**src/rtl/muldiv_sequencer_if.sv**
```systemverilog
// Execute stage <-> multiply/divide unit connection: request, operands,
// pipeline stall and the architectural HI/LO results.
interface muldiv_sequencer_if #(parameter int W = 32);
    logic         start;
    logic [2:0]   op;
    logic [W-1:0] a_in;
    logic [W-1:0] b_in;
    logic         read_req;
    logic         cancel;
    logic         busy;
    logic         stall;
    logic         done;
    logic [W-1:0] hi_out;
    logic [W-1:0] lo_out;

    modport master (
        output start, op, a_in, b_in, read_req, cancel,
        input  busy, stall, done, hi_out, lo_out
    );

    modport slave (
        input  start, op, a_in, b_in, read_req, cancel,
        output busy, stall, done, hi_out, lo_out
    );
endinterface

```
**src/rtl/muldiv_sequencer.sv**
```systemverilog
// Iterative MULT/MULTU/DIV/DIVU unit with private HI/LO registers. One bit per
// cycle on unsigned magnitudes, with the sign fixed up in a final cycle.
module muldiv_sequencer #(
    parameter int W = 32
) (
    input  logic              clk,
    input  logic              reset,
    muldiv_sequencer_if.slave bus
);
    localparam int CW = $clog2(W);

    localparam logic [2:0] OP_MULT  = 3'd1;
    localparam logic [2:0] OP_MULTU = 3'd2;
    localparam logic [2:0] OP_DIV   = 3'd3;
    localparam logic [2:0] OP_DIVU  = 3'd4;
    localparam logic [2:0] OP_MTHI  = 3'd5;
    localparam logic [2:0] OP_MTLO  = 3'd6;

    typedef enum logic [1:0] {IDLE, CALC, FIX} state_t;

    state_t        state_q, state_d;
    logic [CW-1:0] cnt_q, cnt_d;
    logic          primed_q, primed_d;
    logic          is_div_q, is_div_d;
    logic          neg_res_q, neg_res_d;
    logic          neg_rem_q, neg_rem_d;
    logic          div_zero_q, div_zero_d;
    logic [W-1:0]  opnd_q, opnd_d;
    logic [W-1:0]  acc_q, acc_d;
    logic [W-1:0]  work_q, work_d;
    logic [W-1:0]  raw_a_q, raw_a_d;
    logic [W-1:0]  hi_q, hi_d;
    logic [W-1:0]  lo_q, lo_d;
    logic          busy_q, busy_d;
    logic          done_q, done_d;

    logic          signed_op;
    logic          a_neg;
    logic          b_neg;
    logic [W-1:0]  a_mag;
    logic [W-1:0]  b_mag;
    logic          op_is_div;

    logic [W:0]    mul_sum;
    logic [W-1:0]  mul_acc;
    logic [W-1:0]  mul_work;
    logic [W:0]    rem_shift;
    logic          rem_ge;
    logic [W-1:0]  div_acc;
    logic [W-1:0]  div_work;
    logic [2*W-1:0] prod;
    logic [2*W-1:0] prod_fix;
    logic [W-1:0]  quot_fix;
    logic [W-1:0]  rem_fix;

    always_comb begin
        signed_op = (bus.op == OP_MULT) || (bus.op == OP_DIV);
        op_is_div = (bus.op == OP_DIV) || (bus.op == OP_DIVU);
        a_neg     = signed_op & bus.a_in[W-1];
        b_neg     = signed_op & bus.b_in[W-1];
        a_mag     = a_neg ? (-bus.a_in) : bus.a_in;
        b_mag     = b_neg ? (-bus.b_in) : bus.b_in;
    end

    // acc/work form one 2W-bit register: {product high, product low} for
    // multiply, {remainder, dividend-shifting-into-quotient} for divide.
    always_comb begin
        mul_sum = {1'b0, acc_q} + {1'b0, opnd_q};
        if (work_q[0]) begin
            mul_acc  = mul_sum[W:1];
            mul_work = {mul_sum[0], work_q[W-1:1]};
        end else begin
            mul_acc  = {1'b0, acc_q[W-1:1]};
            mul_work = {acc_q[0], work_q[W-1:1]};
        end

        rem_shift = {acc_q, work_q[W-1]};
        rem_ge    = rem_shift >= {1'b0, opnd_q};
        div_acc   = rem_ge ? (rem_shift[W-1:0] - opnd_q) : rem_shift[W-1:0];
        div_work  = {work_q[W-2:0], rem_ge};

        prod      = {acc_q, work_q};
        prod_fix  = neg_res_q ? (-prod) : prod;
        quot_fix  = neg_res_q ? (-work_q) : work_q;
        rem_fix   = neg_rem_q ? (-acc_q) : acc_q;
    end

    always_comb begin
        state_d    = state_q;
        cnt_d      = cnt_q;
        primed_d   = primed_q;
        is_div_d   = is_div_q;
        neg_res_d  = neg_res_q;
        neg_rem_d  = neg_rem_q;
        div_zero_d = div_zero_q;
        opnd_d     = opnd_q;
        acc_d      = acc_q;
        work_d     = work_q;
        raw_a_d    = raw_a_q;
        hi_d       = hi_q;
        lo_d       = lo_q;
        busy_d     = busy_q;
        done_d     = 1'b0;

        case (state_q)
            IDLE: begin
                if (bus.start && !bus.cancel) begin
                    case (bus.op)
                        OP_MULT, OP_MULTU, OP_DIV, OP_DIVU: begin
                            state_d    = CALC;
                            cnt_d      = CW'(W - 1);
                            primed_d   = 1'b0;
                            busy_d     = 1'b1;
                            is_div_d   = op_is_div;
                            neg_res_d  = a_neg ^ b_neg;
                            neg_rem_d  = (bus.op == OP_DIV) & a_neg;
                            div_zero_d = op_is_div && (bus.b_in == '0);
                            opnd_d     = op_is_div ? b_mag : a_mag;
                            work_d     = op_is_div ? a_mag : b_mag;
                            raw_a_d    = bus.a_in;
                        end
                        OP_MTHI: hi_d = bus.a_in;
                        OP_MTLO: lo_d = bus.a_in;
                        default: ;
                    endcase
                end
            end

            // The first CALC cycle only clears the accumulator; the W
            // iterations follow, so results land W+2 edges after the start.
            CALC: begin
                if (bus.cancel) begin
                    state_d = IDLE;
                    busy_d  = 1'b0;
                end else if (!primed_q) begin
                    primed_d = 1'b1;
                    acc_d    = '0;
                end else begin
                    acc_d  = is_div_q ? div_acc : mul_acc;
                    work_d = is_div_q ? div_work : mul_work;
                    cnt_d  = cnt_q - CW'(1);
                    if (cnt_q == '0) begin
                        state_d = FIX;
                    end
                end
            end

            FIX: begin
                state_d = IDLE;
                busy_d  = 1'b0;
                if (!bus.cancel) begin
                    done_d = 1'b1;
                    if (div_zero_q) begin
                        hi_d = raw_a_q;
                        lo_d = '1;
                    end else if (is_div_q) begin
                        hi_d = rem_fix;
                        lo_d = quot_fix;
                    end else begin
                        {hi_d, lo_d} = prod_fix;
                    end
                end
            end

            default: begin
                state_d = IDLE;
                busy_d  = 1'b0;
            end
        endcase
    end

    always_ff @(posedge clk or posedge reset) begin
        if (reset) begin
            state_q    <= IDLE;
            cnt_q      <= '0;
            primed_q   <= 1'b0;
            is_div_q   <= 1'b0;
            neg_res_q  <= 1'b0;
            neg_rem_q  <= 1'b0;
            div_zero_q <= 1'b0;
            opnd_q     <= '0;
            acc_q      <= '0;
            work_q     <= '0;
            raw_a_q    <= '0;
            hi_q       <= '0;
            lo_q       <= '0;
            busy_q     <= 1'b0;
            done_q     <= 1'b0;
        end else begin
            state_q    <= state_d;
            cnt_q      <= cnt_d;
            primed_q   <= primed_d;
            is_div_q   <= is_div_d;
            neg_res_q  <= neg_res_d;
            neg_rem_q  <= neg_rem_d;
            div_zero_q <= div_zero_d;
            opnd_q     <= opnd_d;
            acc_q      <= acc_d;
            work_q     <= work_d;
            raw_a_q    <= raw_a_d;
            hi_q       <= hi_d;
            lo_q       <= lo_d;
            busy_q     <= busy_d;
            done_q     <= done_d;
        end
    end

    // Busy alone never stalls; only a muldiv request or HI/LO read does.
    assign bus.stall  = busy_q & (bus.start | bus.read_req);
    assign bus.busy   = busy_q;
    assign bus.done   = done_q;
    assign bus.hi_out = hi_q;
    assign bus.lo_out = lo_q;
endmodule

```
**src/flat_wrapper.sv**
```systemverilog
// flat-port wrapper written by rule: the top's interface ports become plain ports
module muldiv_sequencer_flat 
#(
    parameter int W = 32
)
  (clk, reset, bus_start, bus_op, bus_a_in, bus_b_in, bus_read_req, bus_cancel, bus_busy, bus_stall, bus_done, bus_hi_out, bus_lo_out);
  muldiv_sequencer_if #(.W(W)) bus_i ();
  input  logic clk;
  input  logic reset;
  input wire logic [$bits(bus_i.start)-1:0] bus_start;
  input wire logic [$bits(bus_i.op)-1:0] bus_op;
  input wire logic [$bits(bus_i.a_in)-1:0] bus_a_in;
  input wire logic [$bits(bus_i.b_in)-1:0] bus_b_in;
  input wire logic [$bits(bus_i.read_req)-1:0] bus_read_req;
  input wire logic [$bits(bus_i.cancel)-1:0] bus_cancel;
  output wire logic [$bits(bus_i.busy)-1:0] bus_busy;
  output wire logic [$bits(bus_i.stall)-1:0] bus_stall;
  output wire logic [$bits(bus_i.done)-1:0] bus_done;
  output wire logic [$bits(bus_i.hi_out)-1:0] bus_hi_out;
  output wire logic [$bits(bus_i.lo_out)-1:0] bus_lo_out;
  assign bus_i.start = bus_start;
  assign bus_i.op = bus_op;
  assign bus_i.a_in = bus_a_in;
  assign bus_i.b_in = bus_b_in;
  assign bus_i.read_req = bus_read_req;
  assign bus_i.cancel = bus_cancel;
  assign bus_busy = bus_i.busy;
  assign bus_stall = bus_i.stall;
  assign bus_done = bus_i.done;
  assign bus_hi_out = bus_i.hi_out;
  assign bus_lo_out = bus_i.lo_out;
  muldiv_sequencer #(.W(W)) u_core (.clk(clk), .reset(reset), .bus(bus_i));
endmodule
```
**config.mk**
```make
export PLATFORM = sky130hd
export DESIGN_NAME = muldiv_sequencer_flat
export DESIGN_NICKNAME = d
export VERILOG_FILES = /design/src/rtl/muldiv_sequencer_if.sv /design/src/rtl/muldiv_sequencer.sv /design/src/flat_wrapper.sv
export SDC_FILE = /design/constraint.sdc
export NUM_CORES = 1
export LEC_CHECK = 0
export CAP_MARGIN = 25
export CORE_ASPECT_RATIO = 0.5
export CORE_MARGIN = 5
export CORE_UTILIZATION = 54
export CTS_BUF_LIST = sky130_fd_sc_hd__clkbuf_8 sky130_fd_sc_hd__clkbuf_16
export CTS_CLUSTER_DIAMETER = 120
export DETAILED_ROUTE_END_ITERATION = 8
export PLACE_DENSITY = 0.78
export SETUP_SLACK_MARGIN = 0.4
export SLEW_MARGIN = 25
export SYNTH_ARGS = -nofsm -noshare
export SYNTH_HDL_FRONTEND = slang
export SYNTH_SLANG_ARGS = --single-unit
```
**constraint.sdc**
```tcl
create_clock -name clk -period 7.1 [get_ports clk]
set_clock_uncertainty 0.2 [all_clocks]
set_input_delay 1.42 -clock clk [delete_from_list [all_inputs] [get_ports clk]]
set_output_delay 1.42 -clock clk [all_outputs]
set_load 0.01 [all_outputs]
```
== Yosys cells after proc, flatten, opt, wreduce, memory -nomap -nowiden ==
Index checks and enable logic that the tools add are counted.

* $add $sub $neg: 8
* Order comparisons: 1
* Equal/unequal tests: 18
* Mux-type cells: 51
* Bitwise operators: 7
* Reduce and logical (&&, ||, !) cells: 19

{| class="wikitable"
|+ Operators with widths
! kind !! count
|-
| two-way mux 32 bit || 26
|-
| one-hot mux 32 bit (2 select lines) || 3
|-
| negator 32 bit || 4
|-
| two-way mux 64 bit || 1
|-
| negator 64 bit || 1
|-
| adder 32 x 32 -> 33 bit || 1
|-
| >= comparator 33 x 32 -> 1 bit || 1
|-
| zero test 32 bit || 1
|-
| subtractor 32 bit || 1
|-
| two-way mux 5 bit || 4
|-
| AND reduction 4 bit || 4
|-
| inequality test 2 bit (second input constant) || 6
|-
| two-way mux 2 bit || 5
|-
| one-hot mux 5 bit (2 select lines) || 1
|-
| == test 3 bit (second input constant) || 3
|-
| two-way mux 1 bit || 8
|-
| == test 3 x 2 -> 1 bit (second input constant) || 2
|-
| inequality test 3 x 2 -> 1 bit (second input constant) || 2
|-
| AND reduction 3 bit || 2
|-
| zero test 5 bit || 1
|-
| AND reduction 5 bit || 1
|-
| subtractor 5 x 1 -> 5 bit (second input constant) || 1
|-
| bitwise AND 1 bit || 4
|-
| inequality test 2 x 1 -> 1 bit (second input constant) || 2
|-
| other kinds (15) || 19
|}

* Flip-flop bits (word level): 206
* Input port bits: 72
* Output and inout port bits: 67
* Logic and storage cells: 119

== Logic depth before layout (Yosys ltp) ==
* Depth after elaboration: 8
* Gate-level depth with buffers: 14
* Gate-level depth less buffers: 13

== Worst setup path after synthesis ==
OpenSTA, ideal clock, no wires.

* Path kind: input port to flip-flop
* From: input port bus_a_in[14]
* To: register u_core.opnd_q[28]
* Setup time: 0.135 ns
* Arrival: 3.335 ns
* Data required time: 6.765 ns
* Slack: 3.430 ns
* Stages on the path: 9
* Buffers on the path: 1
* Cells stage by stage: buf_2 -> or4_4 -> nor4_1 -> and2b_1 -> nand3_2 -> o41ai_1 -> xnor2_1 -> a22oi_1 -> o21ai_0

* Word-level cells in the longest chain between the ends: 3

{| class="wikitable"
|+ RTL lines
! what !! line !! source
|-
| from (decl) || flat_wrapper.sv:12 || <nowiki>input wire logic [$bits(bus_i.a_in)-1:0] bus_a_in;</nowiki>
|-
| negator 32 bit || muldiv_sequencer.sv:61 || <nowiki>a_mag = a_neg ? (-bus.a_in) : bus.a_in;</nowiki>
|-
| two-way mux 32 bit || muldiv_sequencer.sv:61 ||
|-
| two-way mux 32 bit || muldiv_sequencer.sv:118 || <nowiki>opnd_d = op_is_div ? b_mag : a_mag;</nowiki>
|-
| to (signal assigned) || muldiv_sequencer.sv:197 || <nowiki>opnd_q <= opnd_d;</nowiki>
|-
| to (decl) || muldiv_sequencer.sv:28 || <nowiki>logic [W-1:0] opnd_q, opnd_d;</nowiki>
|}

No other way between the ends.
A chain may end at the register's enable or synchronous reset.

== Worst setup path after layout ==
* From: register u_core.acc_q[8]
* To: register u_core.work_q[0]

* Word-level cells in the longest chain between the ends: 5

{| class="wikitable"
|+ RTL lines
! what !! line !! source
|-
| from (decl) || muldiv_sequencer.sv:29 || <nowiki>logic [W-1:0] acc_q, acc_d;</nowiki>
|-
| from (signal assigned) || muldiv_sequencer.sv:182 || <nowiki>acc_q <= '0;</nowiki>
|-
| from (signal assigned) || muldiv_sequencer.sv:198 || <nowiki>acc_q <= acc_d;</nowiki>
|-
| >= comparator 33 x 32 -> 1 bit || muldiv_sequencer.sv:78 || <nowiki>rem_ge = rem_shift >= {1'b0, opnd_q};</nowiki>
|-
| two-way mux 32 bit || muldiv_sequencer.sv:140 || <nowiki>work_d = is_div_q ? div_work : mul_work;</nowiki>
|-
| two-way mux 32 bit || muldiv_sequencer.sv:135 || <nowiki>end else if (!primed_q) begin</nowiki>
|-
| two-way mux 32 bit || muldiv_sequencer.sv:132 || <nowiki>if (bus.cancel) begin</nowiki>
|-
| one-hot mux 32 bit (2 select lines) || muldiv_sequencer.sv:105 || <nowiki>case (state_q)</nowiki>
|-
| to (signal assigned) || muldiv_sequencer.sv:199 || <nowiki>work_q <= work_d;</nowiki>
|-
| to (decl) || muldiv_sequencer.sv:30 || <nowiki>logic [W-1:0] work_q, work_d;</nowiki>
|}

No other way between the ends. The select of a mux whose other input is x is not followed.

==> impl_metrics.env <==
export IMPL_synth_nets=2303
export IMPL_initial_core_util_pct=55.1
export IMPL_final_nets=2341
export IMPL_n_fill_cell=2669
export IMPL_cts_resized=0
export IMPL_port_buffers=138
export IMPL_drv_slew=0
export IMPL_avgSynthCellArea_um2=7.79
export IMPL_cpMostUsedCell="nand2_1"
export IMPL_crit_path_end_kind="flip-flop"
export IMPL_fin_ws_ns=2.54
export IMPL_grt_max_degree=166
export IMPL_hold_path_depth=2
export IMPL_cp_start_kind="flip-flop"
export IMPL_cts_buffer_depth=3
export IMPL_cp_arrival_ns=4.77
export IMPL_dp_hpwl_um=45000
export IMPL_cp_slowest_stage_delay_ns=0.62
export IMPL_postSynth_asyncResetShare_pct=100
export IMPL_clk_pin_slew_worst_paths_ns=0.07
export IMPL_via_per_inst=6.57
export IMPL_cts_buffers=22
export IMPL_hold_slack_ns=0.277
export IMPL_setup_viol=0
export IMPL_wl_per_cell_um=23.3
export IMPL_crit_path_top_delay_cell="dfrtp_1"
export IMPL_antenna_found_initial=1
export IMPL_synth_top_area_share_pct=30.6
export IMPL_synth_warnings=0
export IMPL_p_leak_nw=8.19
export IMPL_status="complete, no violations"
export IMPL_rr_worst_depth=11
export IMPL_totalWireLength_um=61400
export IMPL_critPathRequiredTime_ns=7.31
export IMPL_power_mw=8.36
export IMPL_placed_area_um2=18400
export IMPL_path_cells="ha_1 > a21oi_1 > nand2_1 > a221oi_1 > nand2_1 > o211ai_2 > nand2_1 > buf_4 > nand2_1 > o21ai_0 > a221o_1"
export IMPL_final_area_um2=19200
export IMPL_fp_dieW_um=260
export IMPL_layout_drive_gt1_share_pct=5.02
export IMPL_seq_area_um2=5160
export IMPL_placedCellCount=2595
export IMPL_clock_latency_ns=0.54
export IMPL_synth_top_area_cell="dfrtp_1"
export IMPL_syn_cell_area_um2=16800
export IMPL_ys_types=84
export IMPL_vdd_drop_max_mv=0.233
export IMPL_ant_nets=0
export IMPL_first_iter_violations=2296
export IMPL_ys_top_cells_by_area="dfrtp_1, nand2_1, o21ai_0"
export IMPL_antenna_cells=0
export IMPL_grt_pass1_vias=15800
export IMPL_area_delta_synth_final_pct=14.3
export IMPL_ys_ff_latch=206
export IMPL_cts_sink_count=206
export IMPL_grt_pass1_wl_um=93800
export IMPL_multiInputGateArea_um2=10800
export IMPL_synth_edf_count=0
export IMPL_finalCritPeriodShare_pct=64.2
export IMPL_synth_cells=2159
export IMPL_cts_tree="yes"
export IMPL_worstSetupPathType="reg -> reg"
export IMPL_post_cts_setup_buffers=0
export IMPL_instances_no_fill=2636
export IMPL_rsz0062_at_grt="false"
export IMPL_max_cap_violations=0
export IMPL_gp_congestion=0.989
export IMPL_yosys_most_used_dff="dfrtp_1"
export IMPL_die_area_um2=35000
export IMPL_grt_total_usage_pct=33.8
export IMPL_rows=45
export IMPL_hold_class="reg -> reg"
export IMPL_drcViolationCount=0
export IMPL_ys_seq_area_share_pct=30.6
export IMPL_io_pins=139
export IMPL_htree_levels=1
export IMPL_hold_viol_final=0
export IMPL_max_slew_margin_pct=32.5
export IMPL_holdBufCountCts=0
export IMPL_max_freq_mhz=219
export IMPL_period_needed_ns=4.56
export IMPL_route_vias_total=17300
export IMPL_critPathMaxFanout=23
export IMPL_core_area_um2=30500
export IMPL_dp_slack_ns=2.49
export IMPL_tightest_slew_ns=1.01
export IMPL_fin_tns_setup_ns=0
export IMPL_grt_overflow=0
export IMPL_die_y_um=135
export IMPL_powerDensity_nw_per_um2=435
export IMPL_final_util_pct=63.0
export IMPL_cts_root_buffer="clkbuf_16"
export IMPL_dr_pass1_iters=6
==> logic make-up after synthesis <==
group | after synthesis | share of synthesized area, %
AO/OA/AOI/OAI | 697 | 26.1
XOR/XNOR | 168 | 8.75
adder cells (fa/ha/maj) | 72 | 5.45
buffers and inverters | 220 | 5.12
flip-flops | 206 | 30.6
multiplexers | 66 | 3.96
AND/OR/NAND/NOR | 730 | 20.0
==> layer usage <==
layer / track usage, % / vias to the layer above / share of wire (%)
met1: 48.9 / 8233 / 41
met2: 49.4 / 1076 / 42
li1: - / 7867 / -
met4: 8.74 / 2 / 2.9
met3: 10.6 / 144 / 14
met5: 0 / - / 0.021
==> cells in the mapped netlist (all sizes together), types with 11 or more instances <==
cell type	number
nand2	337
o21ai	236
dfrtp	206
a21oi	162
nor2	159
clkbuf	124
xnor2	104
ha	70
inv	69
xor2	64
mux2i	61
nor3	43
nand3	36
a211oi	31
o22ai	31
o31ai	31
buf	27
a22oi	25
a31oi	25
or3	25
a21o	24
nor4	22
and3	21
o221ai	21
o211ai	19
nand4	16
o41ai	15
nand2b	14
nor2b	13
or4	11
==> final timing paths <==
check / start / endpoint / slack, ns
max: u_core.acc_q[8] / u_core.work_q[0] / 2.54
min: u_core.raw_a_q[18] / u_core.raw_a_q[18] / 0.28
max reg2reg: u_core.acc_q[8] / u_core.work_q[0] / 2.54
min reg2reg: u_core.raw_a_q[18] / u_core.raw_a_q[18] / 0.28
max in group asynchronous: reset / u_core.work_q[11] / 4.17
min in group asynchronous: reset / u_core.acc_q[27] / 1.08
==> report_power, final <==
group | internal [mW] | total, mW | switching [mW] | leakage (nW)
logic | 1.92 | 4.77 | 2.85 | 5.23
registers | 1.57 | 2.32 | 0.748 | 2.57
clock network | 0.744 | 1.27 | 0.531 | 0.385
==> cell usage in the layout, fill, tap and decap left out, types with 24 or more instances in the layout <==
| master | instances |
|---|---|
| nor3_1 | 41 |
| o31ai_1 | 29 |
| a22oi_1 | 24 |
| mux2i_1 | 61 |
| a21oi_1 | 160 |
| o22ai_1 | 31 |
| nand2_1 | 336 |
| xor2_1 | 64 |
| nand3_1 | 35 |
| clkdlybuf4s50_1 | 138 |
| a21o_1 | 24 |
| inv_1 | 68 |
| xnor2_1 | 104 |
| a31oi_1 | 25 |
| o21ai_0 | 227 |
| ha_1 | 70 |
| nor2_1 | 158 |
| or3_1 | 24 |
| dfrtp_1 | 205 |
| a211oi_1 | 31 |
==> flip-flops by register name (all words and copies together) (netlist names), 2 cells and up <==
register / cells
u_core.opnd_q: 32
u_core.raw_a_q: 32
u_core.bus.hi_out: 32
u_core.bus.lo_out: 32
u_core.state_q: 2
u_core.cnt_q: 5
u_core.acc_q: 32
u_core.work_q: 32
==> critical path: cells and delay by family (launching register included) <==
kind,cells,cell delay (ns)
flip-flops,1,0.62
buffers and inverters,1,0.43
AND/OR/NAND/NOR,4,1.16
AO/OA/AOI/OAI,5,1.64
adder cells (fa/ha/maj),1,0.38
==> layout make-up <==
cell class	count	area share, %
Clock buffer	28	3.29
Clock inverter	12	0.814
Inverter	69	1.37
Multi-Input combinational cell	1733	56.4
Sequential cell	206	26.8
Tap cell	423	2.75
Timing Repair Buffer	165	8.53
(Power assumes the default switching activity.)
